[config.mk]
export PLATFORM = sky130hd
export DESIGN_NAME = mat_stream_reader
export DESIGN_NICKNAME = d
export VERILOG_FILES = /design/src/rtl/mat_stream_reader.sv
export SDC_FILE = /design/constraint.sdc
export NUM_CORES = 1
export LEC_CHECK = 0
export ABC_AREA = 1
export BUFFER_PORTS_ARGS = -buffer_cell sky130_fd_sc_hd__buf_2
export CAP_MARGIN = 20
export CORE_MARGIN = 5
export CORE_UTILIZATION = 40
export CTS_BUF_LIST = sky130_fd_sc_hd__clkbuf_4
export DETAILED_ROUTE_END_ITERATION = 16
export PLACE_DENSITY = 0.62
export SYNTH_ARGS = -nofsm -noshare
export SYNTH_HDL_FRONTEND = slang
export SYNTH_SLANG_ARGS = --single-unit
[constraint.sdc]
create_clock -name clk -period 2.7 [get_ports clk]
set_input_delay 0.135 -clock clk [delete_from_list [all_inputs] [get_ports clk]]
set_output_delay 0.135 -clock clk [all_outputs]
set_load 0.05 [all_outputs]
[src/rtl/mat_stream_reader.sv]
// mat_stream_reader
//   Read-side controller for the matrix block RAM (m*n words, 2*DW bits each,
//   1-cycle registered read). On an accepted start it walks every element,
//   in row-major order or transposed (column-major), and streams the returned
//   words on a valid/ready interface. A 2-entry output FIFO with credit-based
//   issue absorbs backpressure without losing or duplicating words.
//
// Optional feature: define MAT_STREAM_COORD_EN to add out_row/out_col, which
//   carry each word's (r,c) through the FIFO alongside the data.
//
// Ports:
//   clk, rst          rising-edge clock, synchronous active-high reset
//   start, transpose  run request (IDLE only) and order select latched with it
//   busy, done        run in progress / one-cycle completion pulse
//   mem_*             RAM read port (mem_writeEN tied low)
//   out_valid/ready   output stream handshake
//   out_data/last     stream word and final-element marker
//   out_row/out_col   element coordinates (MAT_STREAM_COORD_EN only)
module mat_stream_reader #(
  parameter int DW = 8,
  parameter int m  = 8,
  parameter int n  = 8,
  localparam int RW = (m > 1) ? $clog2(m) : 1,
  localparam int CW = (n > 1) ? $clog2(n) : 1,
  localparam int AW = m + n
) (
  input  logic            clk,
  input  logic            rst,
  input  logic            start,
  input  logic            transpose,
  output logic            busy,
  output logic            done,
  output logic            mem_ramEN,
  output logic            mem_readEN,
  output logic            mem_writeEN,
  output logic [AW-1:0]   mem_addr,
  input  logic [2*DW-1:0] mem_data,
  output logic            out_valid,
  input  logic            out_ready,
  output logic [2*DW-1:0] out_data,
  output logic            out_last
`ifdef MAT_STREAM_COORD_EN
  ,
  output logic [RW-1:0]   out_row,
  output logic [CW-1:0]   out_col
`endif
);

  typedef enum logic [1:0] {S_IDLE, S_RUN, S_DRAIN, S_DONE} state_t;

  state_t          state;
  logic            order_q;   // 1 = column-major walk
  logic [RW-1:0]   row_q;
  logic [CW-1:0]   col_q;
  logic            row_end, col_end, last_elem;

  logic            inflight;  // a read issued last cycle returns data now
  logic            infl_last;
  logic [2*DW-1:0] fifo_data [2];
  logic [1:0]      fifo_last;
  logic            head, tail;
  logic [1:0]      fifo_count;
  logic [2:0]      committed;
  logic            pop, issue;

`ifdef MAT_STREAM_COORD_EN
  logic [RW-1:0]   infl_row;
  logic [CW-1:0]   infl_col;
  logic [RW-1:0]   fifo_row [2];
  logic [CW-1:0]   fifo_col [2];
`endif

  assign row_end   = (row_q == RW'(m - 1));
  assign col_end   = (col_q == CW'(n - 1));
  // The final element is (m-1,n-1) in both walk orders.
  assign last_elem = row_end && col_end;

  assign pop       = out_valid && out_ready;
  // Words already owed to the FIFO after this cycle's pop; issuing only while
  // this is below 2 means a returning word always has a slot.
  assign committed = {1'b0, fifo_count} + {2'b00, inflight} - {2'b00, pop};
  // NOTE: issue depends combinationally on out_ready so a pop frees a slot in
  // the same cycle; this is what keeps full throughput with ready held high.
  assign issue     = (state == S_RUN) && (committed < 3'd2);

  assign mem_ramEN   = issue;
  assign mem_readEN  = issue;
  assign mem_writeEN = 1'b0;
  assign mem_addr    = AW'(row_q) * AW'(n) + AW'(col_q);

  assign out_valid = (fifo_count != 2'd0);
  assign out_data  = fifo_data[head];
  assign out_last  = fifo_last[head];
`ifdef MAT_STREAM_COORD_EN
  assign out_row   = fifo_row[head];
  assign out_col   = fifo_col[head];
`endif

  // Control FSM and element counters.
  // NOTE: all state here uses non-blocking assignments so every register
  // samples pre-edge values regardless of statement order.
  always_ff @(posedge clk) begin
    if (rst) begin
      state   <= S_IDLE;
      busy    <= 1'b0;
      done    <= 1'b0;
      order_q <= 1'b0;
      row_q   <= '0;
      col_q   <= '0;
    end else begin
      done <= 1'b0;
      case (state)
        S_IDLE: begin
          if (start) begin
            order_q <= transpose;
            row_q   <= '0;
            col_q   <= '0;
            busy    <= 1'b1;
            state   <= S_RUN;
          end
        end
        S_RUN: begin
          if (issue) begin
            // Inner index advances every issue; outer index on inner wrap.
            // Both wrap to 0 after the final element.
            if (!order_q) begin
              if (col_end) begin
                col_q <= '0;
                row_q <= row_end ? '0 : row_q + RW'(1);
              end else begin
                col_q <= col_q + CW'(1);
              end
            end else begin
              if (row_end) begin
                row_q <= '0;
                col_q <= col_end ? '0 : col_q + CW'(1);
              end else begin
                row_q <= row_q + RW'(1);
              end
            end
            if (last_elem) state <= S_DRAIN;
          end
        end
        S_DRAIN: begin
          if (pop && out_last) begin
            done  <= 1'b1;
            state <= S_DONE;
          end
        end
        S_DONE: begin
          busy  <= 1'b0;
          state <= S_IDLE;
        end
        default: state <= S_IDLE;
      endcase
    end
  end

  // Read-return capture and 2-entry output FIFO.
  always_ff @(posedge clk) begin
    if (rst) begin
      inflight   <= 1'b0;
      infl_last  <= 1'b0;
      head       <= 1'b0;
      tail       <= 1'b0;
      fifo_count <= 2'd0;
      fifo_last  <= 2'b00;
      // NOTE: the two storage entries are reset because out_data is read
      // straight from them and must show 0 out of reset.
      for (int i = 0; i < 2; i++) fifo_data[i] <= '0;
`ifdef MAT_STREAM_COORD_EN
      infl_row <= '0;
      infl_col <= '0;
      for (int i = 0; i < 2; i++) begin
        fifo_row[i] <= '0;
        fifo_col[i] <= '0;
      end
`endif
    end else begin
      inflight  <= issue;
      infl_last <= last_elem;
`ifdef MAT_STREAM_COORD_EN
      infl_row <= row_q;
      infl_col <= col_q;
`endif
      if (inflight) begin
        fifo_data[tail] <= mem_data;
        fifo_last[tail] <= infl_last;
`ifdef MAT_STREAM_COORD_EN
        fifo_row[tail] <= infl_row;
        fifo_col[tail] <= infl_col;
`endif
        tail <= ~tail;
      end
      if (pop) head <= ~head;
      fifo_count <= fifo_count + {1'b0, inflight} - {1'b0, pop};
    end
  end

endmodule

==> impl_metrics.ini, run 1 <==
[min_path]
whs_path_depth = 3
worst_hold_startpoint = mem_data[3]
hold_class = input pin to flop
min_to = fifo_data[1][3]

[yosys]
synth-adder-area-share_pct = 5.569
synth.distinct_cells = 29
synth_most_common_cell = nor2_1
synth_edf_count = 32
yosys_most_used_dff = edfxtp_1
synthesis.area_sq_um = 2606
avgSynthCellArea_sq_um = 9.689
synth_warnings = 0
netlist_top_cells_area = edfxtp_1, dfxtp_1, nor2_1
yosysTopAreaCell = edfxtp_1
yosys.area_share.xor_xnor_pct = 0
synth_top_family_by_area = simple AND/OR/NAND/NOR gates
async_flop_share_pct = 0
synth_mux_area_share_pct = 6.913
synth_compound_area_share_pct = 3.361
netlist_instances = 269
synthTopCellsByCount = nor2_1, inv_1, edfxtp_1
synth_top_area_share_pct = 36.87
ys_ff_latch = 52
synth-simple-area-share_pct = 18.43
ys_seq_area_share_pct = 52.23

[cells_and_area]
final_nets = 353
syn_to_final_growth_pct = 14.07
stdcell_area_sq_um = 2973
drive_gt1_share_pct = 24.53
n_antenna_cell = 0

[sta]
period_share_pct = 93.28
hold-worst-slack_ns = 0.05512
finalMaxSlewViolations = 0
hold_viol = 0
worst_clock_skew_ns = 0.01553
max_slew_margin_pct = 50.03
worst_pin_slew_ns = 0.7485
rsz0062_at_grt = false
max_freq_mhz = 397.1
setup_violations = 0
period_needed_ns = 2.519

[worst_setup_path]
critPathKind = flop to output pin
worst_setup_path_start_kind = flop
r2r-end = col_q[2]
crit_fanout = 5
cpPeakStageDelay_ns = 0.44
reg2reg_from = fifo_count[1]
cp-end-kind = output pin
crit_chain = nor2_2 -> nor2_4 -> ha_1 -> inv_1 -> ha_1 -> fa_1 -> clkinv_1 -> nand3_4 -> nor2_4 -> buf_6
reg2regPathDepth = 13
cp.arrival_ns = 2.38
cp_slowest_cell = fa_1
ff2ff_setup_slack_ns = 0.36
crit_required_ns = 2.57

[run]
maxCapViolCount = 0

[placed_design]
placed_area_sq_um = 2873
gp_congestion = 0.8306
numPortBuffers = 48
post-dp-hpwl_microns = 3421

[floorplanning]
rows = 29
io_pins = 60
fp.coreArea_sq_um = 6350
die_width_microns = 90.72
dieArea_sq_um = 8230
die_height_microns = 90.72
start_util_pct = 41.04

[run_status]
status = completed

[detailed_routing]
avgRoutedWirePerCell_microns = 11.97
viasPerCell = 4.501
remaining_drc_errors = 0
drtIter0Drc = 80
vias = 1796
drtAntennaViolNets = 0
drtPass1Iterations = 4
wl_microns = 4776

[clock_tree]
cts_tree = yes
clk_path_buf_depth = 2
clock-root-buffer = clkbuf_4
htreeDepth = 2
clock-sinks = 52
clk_latency_ns = 0.37
cts_buffers = 5
path_clk_slew_ns = 0.17

[power]
power_density_nw_per_um2 = 997.9
p_leak_nw = 1.466
ir_drop_mv = 0.5533

[global_routing]
grt_usage_pct = 12.15
grt_start_max_net_pins = 19
grt_pass1_vias = 1872
top_usage_layer = met2
grt_use_met1_pct = 14.38
overflow = 0
grt_pass1_wl_microns = 8335
grtUsageMet3_pct = 3.333
antenna_found_initial = 0
met2_usage_pct = 21.67
## critical path, delay by kind of cell, from the launching register on
kind	cells	cell delay, ns
fa+ha+maj	3	0.88
buf+inv	3	0.31
simple gates	4	0.46
flops	1	0.36
## stage by stage
| stage | std cells | power [W] | setup WS (ns) | TNS [ns] | utilization (%) |
|---|---|---|---|---|---|
| finish | 399 | 0.002967 | 0.1815 | 0 | 46.82 |
| global route | 399 | 0.003198 | 0.01113 | 0 | 46.82 |
| CTS | 399 | 0.002955 | -0.02316 | -0.04620 | 46.50 |
| detailed placement | 389 | 0.002592 | 0.3135 | 0 | 45.24 |
| global placement | 389 | 0.002575 | 0.3539 | 0 | 45.24 |
| floorplan | 279 | 0.002347 | 0.1704 | 0 | - |
## routing by layer
metal	up-vias	wire [microns]
met5	-	0
met4	0	18
met3	2	306
met2	46	2329
met1	825	2122
li1	923	-
## worst max path at each step
stage | slack (ns) | depth (start not counted) | startpoint | end
2_1_floorplan | 0.17 | 10 | fifo_count[1] | mem_readEN
3_3_place_gp | 0.35 | 13 | fifo_count[1] | col_q[1]
3_5_place_dp | 0.31 | 13 | fifo_count[1] | col_q[2]
4_1_cts | -0.02 | 10 | fifo_count[1] | mem_readEN
5_1_grt | 0.01 | 10 | fifo_count[1] | mem_ramEN
6_report | 0.18 | 10 | fifo_count[1] | mem_ramEN
## cells in the final DEF (no fill, tap or decap), drive strengths merged
master	count
o21ai	5
a21oi	7
bufinv	2
dlygate4sd3	2
edfxtp	32
nand2	34
nor3	2
clkbuf	5
conb	11
nand3b	1
nand3	14
clkinv	3
a31oi	1
inv	48
dfxtp	20
nor2	57
buf	51
fa	1
ha	10
mux2	16
## registers in the layout, summed over array words and instances, names as in the netlist, named ones only
signal,count
infl_last,1
inflight,1
fifo_count,2
fifo_data,32
state,2
tail,1
head,1
done,1
row_q,3
col_q,3
fifo_last,2
busy,1
order_q,1
## layout make-up
type                       count  area, sq um
clock buffer                   5        37.54
sequential                    52         1361
inverter                      50        215.2
tap                           77        96.34
fill                         622         3377
clock inverter                 3        22.52
timing repair buffer          53        295.3
multi-input combinational    159        944.7
## power breakdown
| group | internal (W) | switching, W |
|---|---|---|
| sequential | 0.000972 | 0.000106 |
| combinational | 0.000475 | 0.00105 |
| clock | 0.000106 | 0.000261 |
| total | 0.00155 | 0.00141 |
## kinds of logic after synthesis
logic type,after synthesis
flip-flops,52
multiplexers,16
AND/OR/NAND/NOR,108
other,1
AO/OA/AOI/OAI,13
buffers and inverters,68
adder cells (fa/ha/maj),11
## repair_timing
| item | in CTS | in global routing |
|---|---|---|
| hold buffers | 2 | 0 |
| endpoints found under the hold margin | 5 | 0 |
| gates cloned | 0 | 0 |
| setup endpoints to repair | 2 | 2 |
| setup buffers | 0 | 0 |
| resized for setup | 0 | 8 |
No activity file was read; power rests on OpenSTA's default activity.
==> inputs of run 2 (changes only) <==
--- a/config.mk
+++ b/config.mk
@@ -13,6 +13,7 @@
 export CTS_BUF_LIST = sky130_fd_sc_hd__clkbuf_4
 export DETAILED_ROUTE_END_ITERATION = 16
 export PLACE_DENSITY = 0.62
+export REMOVE_ABC_BUFFERS = 1
 export SYNTH_ARGS = -nofsm -noshare
 export SYNTH_HDL_FRONTEND = slang
 export SYNTH_SLANG_ARGS = --single-unit
==> impl_metrics.ini, run 2 (synthesized netlist as in run 1, its figures left out) <==
[run_status]
status = completed

[cells_and_area]
final_cells = 399
final_common_cell = nor2_1
largest_register = fifo_data
utilization_pct = 47.19
final_nets = 353
reg_top3 = fifo_data (32), col_q (3), row_q (3)
largest_reg_flops = 32
syn_to_final_growth_pct = 14.98
n_antenna_cell = 0
drive_gt1_share_pct = 24.53
n_fill_cell = 614
final_cell_mix = nor2_1, buf_2, inv_1

[floorplanning]
rows = 29
io_pins = 60
die_height_microns = 90.72
dieArea_sq_um = 8230
start_util_pct = 41.04
fp.coreArea_sq_um = 6350
die_width_microns = 90.72

[sta]
setup_violations = 0
worst_clock_skew_ns = 0.01122
hold_viol = 0
rsz0062_at_grt = false
worst_slack_ns = 0.1963
worst_pin_slew_ns = 0.7547
finalMaxSlewViolations = 0
max_freq_mhz = 399.4
max_slew_margin_pct = 49.62
period_share_pct = 92.73
period_needed_ns = 2.504
fin_tns_setup_ns = 0
hold-worst-slack_ns = 0.05880

[worst_setup_path]
reg2regPathDepth = 13
cp-end-kind = output pin
ff2ff_setup_slack_ns = 0.34
reg2reg_from = fifo_count[1]
critPathKind = flop to output pin
r2r-end = row_q[0]
crit_fanout = 5
cp.arrival_ns = 2.37
crit_required_ns = 2.57
worst_setup_path_start_kind = flop

[min_path]
worst_hold_startpoint = mem_data[13]
whs_path_depth = 3
hold_class = input pin to flop
min_to = fifo_data[1][13]

[global_routing]
overflow = 0
grt_pass1_wl_microns = 7907
grt_start_max_net_pins = 19
antenna_found_initial = 0
grt_pass1_vias = 1764
grt_usage_pct = 11.66

[clock_tree]
clk_path_buf_depth = 2
clk_latency_ns = 0.37
cts_buffers = 5
path_clk_slew_ns = 0.16
clock-sinks = 52
htreeDepth = 2
cts_tree = yes
clock-root-buffer = clkbuf_4

[placed_design]
place_inst = 389
numPortBuffers = 48
post-dp-hpwl_microns = 3351
gp_congestion = 0.8064
dpl_worst_slack_ns = 0.3205

[power]
ir_drop_mv = 0.7782
power_density_nw_per_um2 = 1018
p_leak_nw = 1.472

[run]
maxCapViolCount = 0

[detailed_routing]
drtPass1Iterations = 4
wl_microns = 4668
vias = 1794
remaining_drc_errors = 0
viasPerCell = 4.496
avgRoutedWirePerCell_microns = 11.70
drtAntennaViolNets = 0
drtIter0Drc = 61
run 2: area by class of cell:
type	count	area, sq um	area share [%]
inverter	50	215.2	7.182
multi-input combinational	159	944.7	31.52
clock buffer	5	37.54	1.253
clock inverter	3	46.29	1.545
timing repair buffer	53	295.3	9.854
tap	77	96.34	3.215
sequential	52	1361	45.43
run 2: worst max path at each step:
stage,cells after the start,end,start
finish,10,mem_ramEN,fifo_count[1]
CTS,10,mem_ramEN,fifo_count[1]
floorplan,9,mem_ramEN,fifo_count[1]
global route,10,mem_readEN,fifo_count[1]
detailed placement,13,row_q[2],fifo_count[1]
global placement,13,col_q[0],fifo_count[1]
run 2: repair_timing:
item                       CTS  global route
gates resized for setup      0             9
setup endpoints to repair    2             2
hold endpoints to repair     5             0
buffers inserted             0             0
hold buffers                 2             0
run 2: metal layers:
| layer | up-vias | wire [microns] | GRT usage, % |
|---|---|---|---|
| li1 | 921 | - | - |
| met1 | 825 | 2036 | 13.70 |
| met2 | 42 | 2281 | 20.16 |
| met3 | 6 | 311 | 3.833 |
| met4 | 0 | 38 | 3.350 |
| met5 | - | 0 | 0 |
run 2: power breakdown:
part	internal (W)	switching, W	leakage [nW]	total [W]
registers	0.000972	0.000106	0.495	0.00108
clock network	0.000198	0.000254	0.0418	0.000452
logic	0.000474	0.00105	0.935	0.00152
total	0.00164	0.00141	1.47	0.00305
run 2: through the flow:
step / power [W] / area [sq um]
final: 0.003051 / 2997
after global routing: 0.003282 / 2997
after CTS: 0.003039 / 2974
after detailed placement: 0.002580 / 2870
after global placement: 0.002564 / 2870
after floorplan: 0.002290 / 2511
run 2: worst max-delay path, stage by stage (launching register included):
cell and delay [ns]:
dfxtp_1 0.37, nor2_2 0.15, nor2_4 0.06, ha_1 0.27
inv_1 0.04, ha_1 0.18, fa_1 0.43, clkinv_1 0.10
nand3_4 0.11, nor2_4 0.13, buf_6 0.17
==> inputs of run 3 (changes only) <==
--- a/config.mk
+++ b/config.mk
@@ -5,14 +5,14 @@
 export SDC_FILE = /design/constraint.sdc
 export NUM_CORES = 1
 export LEC_CHECK = 0
-export ABC_AREA = 1
 export BUFFER_PORTS_ARGS = -buffer_cell sky130_fd_sc_hd__buf_2
 export CAP_MARGIN = 20
 export CORE_MARGIN = 5
 export CORE_UTILIZATION = 40
 export CTS_BUF_LIST = sky130_fd_sc_hd__clkbuf_4
 export DETAILED_ROUTE_END_ITERATION = 16
-export PLACE_DENSITY = 0.62
+export PLACE_DENSITY = 0.63
+export RECOVER_POWER = 100
 export REMOVE_ABC_BUFFERS = 1
 export SYNTH_ARGS = -nofsm -noshare
 export SYNTH_HDL_FRONTEND = slang
==> impl_metrics.ini, run 3 <==
[clock_tree]
clock-root-buffer = clkbuf_4
clk_path_buf_depth = 2
clock-sinks = 52
path_clk_slew_ns = 0.15
clk_latency_ns = 0.36
htreeDepth = 2
cts_buffers = 5
cts_tree = yes

[floorplanning]
start_util_pct = 41.45
io_pins = 60
rows = 28
dieArea_sq_um = 7843
die_width_microns = 88.56
fp.coreArea_sq_um = 5956
die_height_microns = 88.56

[power]
power_density_nw_per_um2 = 980.4
p_sw_share_pct = 44.89
p_seq_share_pct = 38.9
p_leak_nw = 1.115
power.total_w = 0.002775
power_frac_comb_pct = 48.3
power.switching_w = 0.001246
p_int_w = 0.001529
ir_drop_mv = 0.3886
clkPwrFrac_pct = 12.8

[cells_and_area]
drive_gt1_share_pct = 20.15
final_common_cell = edfxtp_1
final_nets = 294
n_antenna_cell = 0
final_cell_mix = edfxtp_1, clkbuf_1, and2_0
largest_register = fifo_data
largest_reg_flops = 32
reg_top3 = fifo_data (32), col_q (3), row_q (3)
final_cells = 338
syn_to_final_growth_pct = 14.65

[yosys]
synthesis.area_sq_um = 2469
netlist_top_cells_area = edfxtp_1, dfxtp_1, and2_1
avgSynthCellArea_sq_um = 11.64
synthTopCellsByCount = and2_1, edfxtp_1, dfxtp_1
synth_edf_count = 32
synth_warnings = 0
netlist_instances = 212
ys_seq_area_share_pct = 55.14
async_flop_share_pct = 0
yosysTopAreaCell = edfxtp_1
synth_top_area_share_pct = 38.93
ys_ff_latch = 52
synth.distinct_cells = 33
yosys_most_used_dff = edfxtp_1

[placed_design]
post-dp-hpwl_microns = 3137
numPortBuffers = 48
gp_congestion = 0.7984
place_inst = 328

[sta]
period_share_pct = 93.63
worst_clock_skew_ns = 0.01093
worst_pin_slew_ns = 1.782
period_needed_ns = 2.528
hold_viol = 0
rsz0062_at_grt = false
setup_violations = 0
max_freq_mhz = 395.6
fin_tns_setup_ns = 0
finalMaxSlewViolations = 18
max_slew_margin_pct = -19.06
hold-worst-slack_ns = 0.04711

[global_routing]
grt_start_max_net_pins = 25
grt_pass1_vias = 1646
grt_pass1_wl_microns = 7383
top_usage_layer = met2
grt_usage_pct = 12.24
grtUsageMet3_pct = 3.352
grt_use_met1_pct = 15.19
antenna_found_initial = 0
met2_usage_pct = 20.87
overflow = 0

[detailed_routing]
drtPass1Iterations = 4
avgRoutedWirePerCell_microns = 13.36
drtAntennaViolNets = 0
vias = 1626
wl_microns = 4515
drtIter0Drc = 65
viasPerCell = 4.811
remaining_drc_errors = 0

[run_status]
status = finished, violations left
violations = max-capacitance violations, max-slew violations

[worst_setup_path]
crit_fanout = 3
crit_required_ns = 2.57
cp-end-kind = output pin
cp.arrival_ns = 2.39
worst_setup_path_start_kind = flop
critPathKind = flop to output pin

[run]
maxCapViolCount = 1

[min_path]
hold_class = input pin to flop
==> run 3: cell count changes in the layout (fill, tap and decap cells not counted), moves of 10 or more <==
cell	previous run	this run
o21ai_0	0	10
clkbuf_1	0	28
mux2_2	0	16
inv_1	43	11
nand2_1	31	8
and2_0	0	27
buf_2	46	20
nand3_1	12	2
nor2_1	52	6
mux2_1	16	0
==> run 3: area by class of cell <==
| cell class | count | area, sq um |
|---|---|---|
| clock buffer | 6 | 45.04 |
| clock inverter | 2 | 16.27 |
| inverter | 11 | 41.29 |
| fill | 605 | 3126 |
| timing repair buffer | 53 | 252.7 |
| tap | 75 | 93.84 |
| multi-input combinational | 139 | 1020 |
| sequential | 52 | 1361 |
==> run 3: final timing paths <==
| kind | startpoint | to | slack (ns) | cells past startpoint |
|---|---|---|---|---|
| hold / removal | mem_data[2] | fifo_data[1][2] | 0.05 | 2 |
| setup reg to reg | fifo_count[0] | col_q[0] | 0.19 | 10 |
| setup / recovery | fifo_count[0] | mem_readEN | 0.17 | 9 |
| hold reg to reg | infl_last | fifo_last[0] | 0.48 | 2 |
==> run 3: critical path, cell delays in order, from the launching register on <==
cell,delay (ns)
dfxtp_1,0.35
o21ai_2,0.15
inv_1,0.06
ha_1,0.26
inv_1,0.04
ha_1,0.19
fa_2,0.38
xnor2_4,0.16
nor3b_4,0.26
buf_6,0.20
==> run 3: power by group through the flow <==
stage | Combinational (W) | Clock (W) | Sequential [W]
final | 0.00134 | 0.000355 | 0.00108
after global routing | 0.00145 | 0.000408 | 0.00110
after detailed placement | 0.00126 | 0 | 0.00110
after CTS | 0.00129 | 0.000370 | 0.00108
after floorplan | 0.000942 | 0 | 0.00112
after global placement | 0.00125 | 0 | 0.00109
==> run 3: routing by layer <==
| layer | up-vias | wire length (microns) | part of all wire (%) |
|---|---|---|---|
| li1 | 811 | - | - |
| met1 | 765 | 1977 | 44 |
| met2 | 43 | 2184 | 48 |
| met3 | 7 | 290 | 6.4 |
| met4 | 0 | 64 | 1.4 |
| met5 | - | 0 | 0 |
==> run 3: metrics by stage <==
step,utilization [%],area (sq um),setup WS [ns]
after floorplan,-,2386,-1.584
after global placement,46.22,2753,0.1816
after detailed placement,46.22,2753,0.1132
after CTS,47.42,2824,0.02691
after global routing,47.52,2830,0.01896
final,47.52,2830,0.1719
==> run 3: logic make-up after synthesis <==
group                      count (synthesis)  share of synthesized area, %
muxes                                     19                         8.515
and+or+nand+nor                           68                         16.12
DFF                                       52                         55.14
adders and majority gates                 11                         5.879
AOI/OAI and AO/OA                         27                         6.589
xor gates and xnor gates                   3                         1.065
other                                      1                        0.1519
buffers and inverters                     31                         6.538
==> run 3: timing repair <==
item | CTS | global route
endpoints found under the hold margin | 0 | 1
hold buffers | 0 | 1
setup endpoints to repair | 2 | 5
gates resized for setup | 3 | 10
setup buffers | 0 | 1
pin swaps | 0 | 1
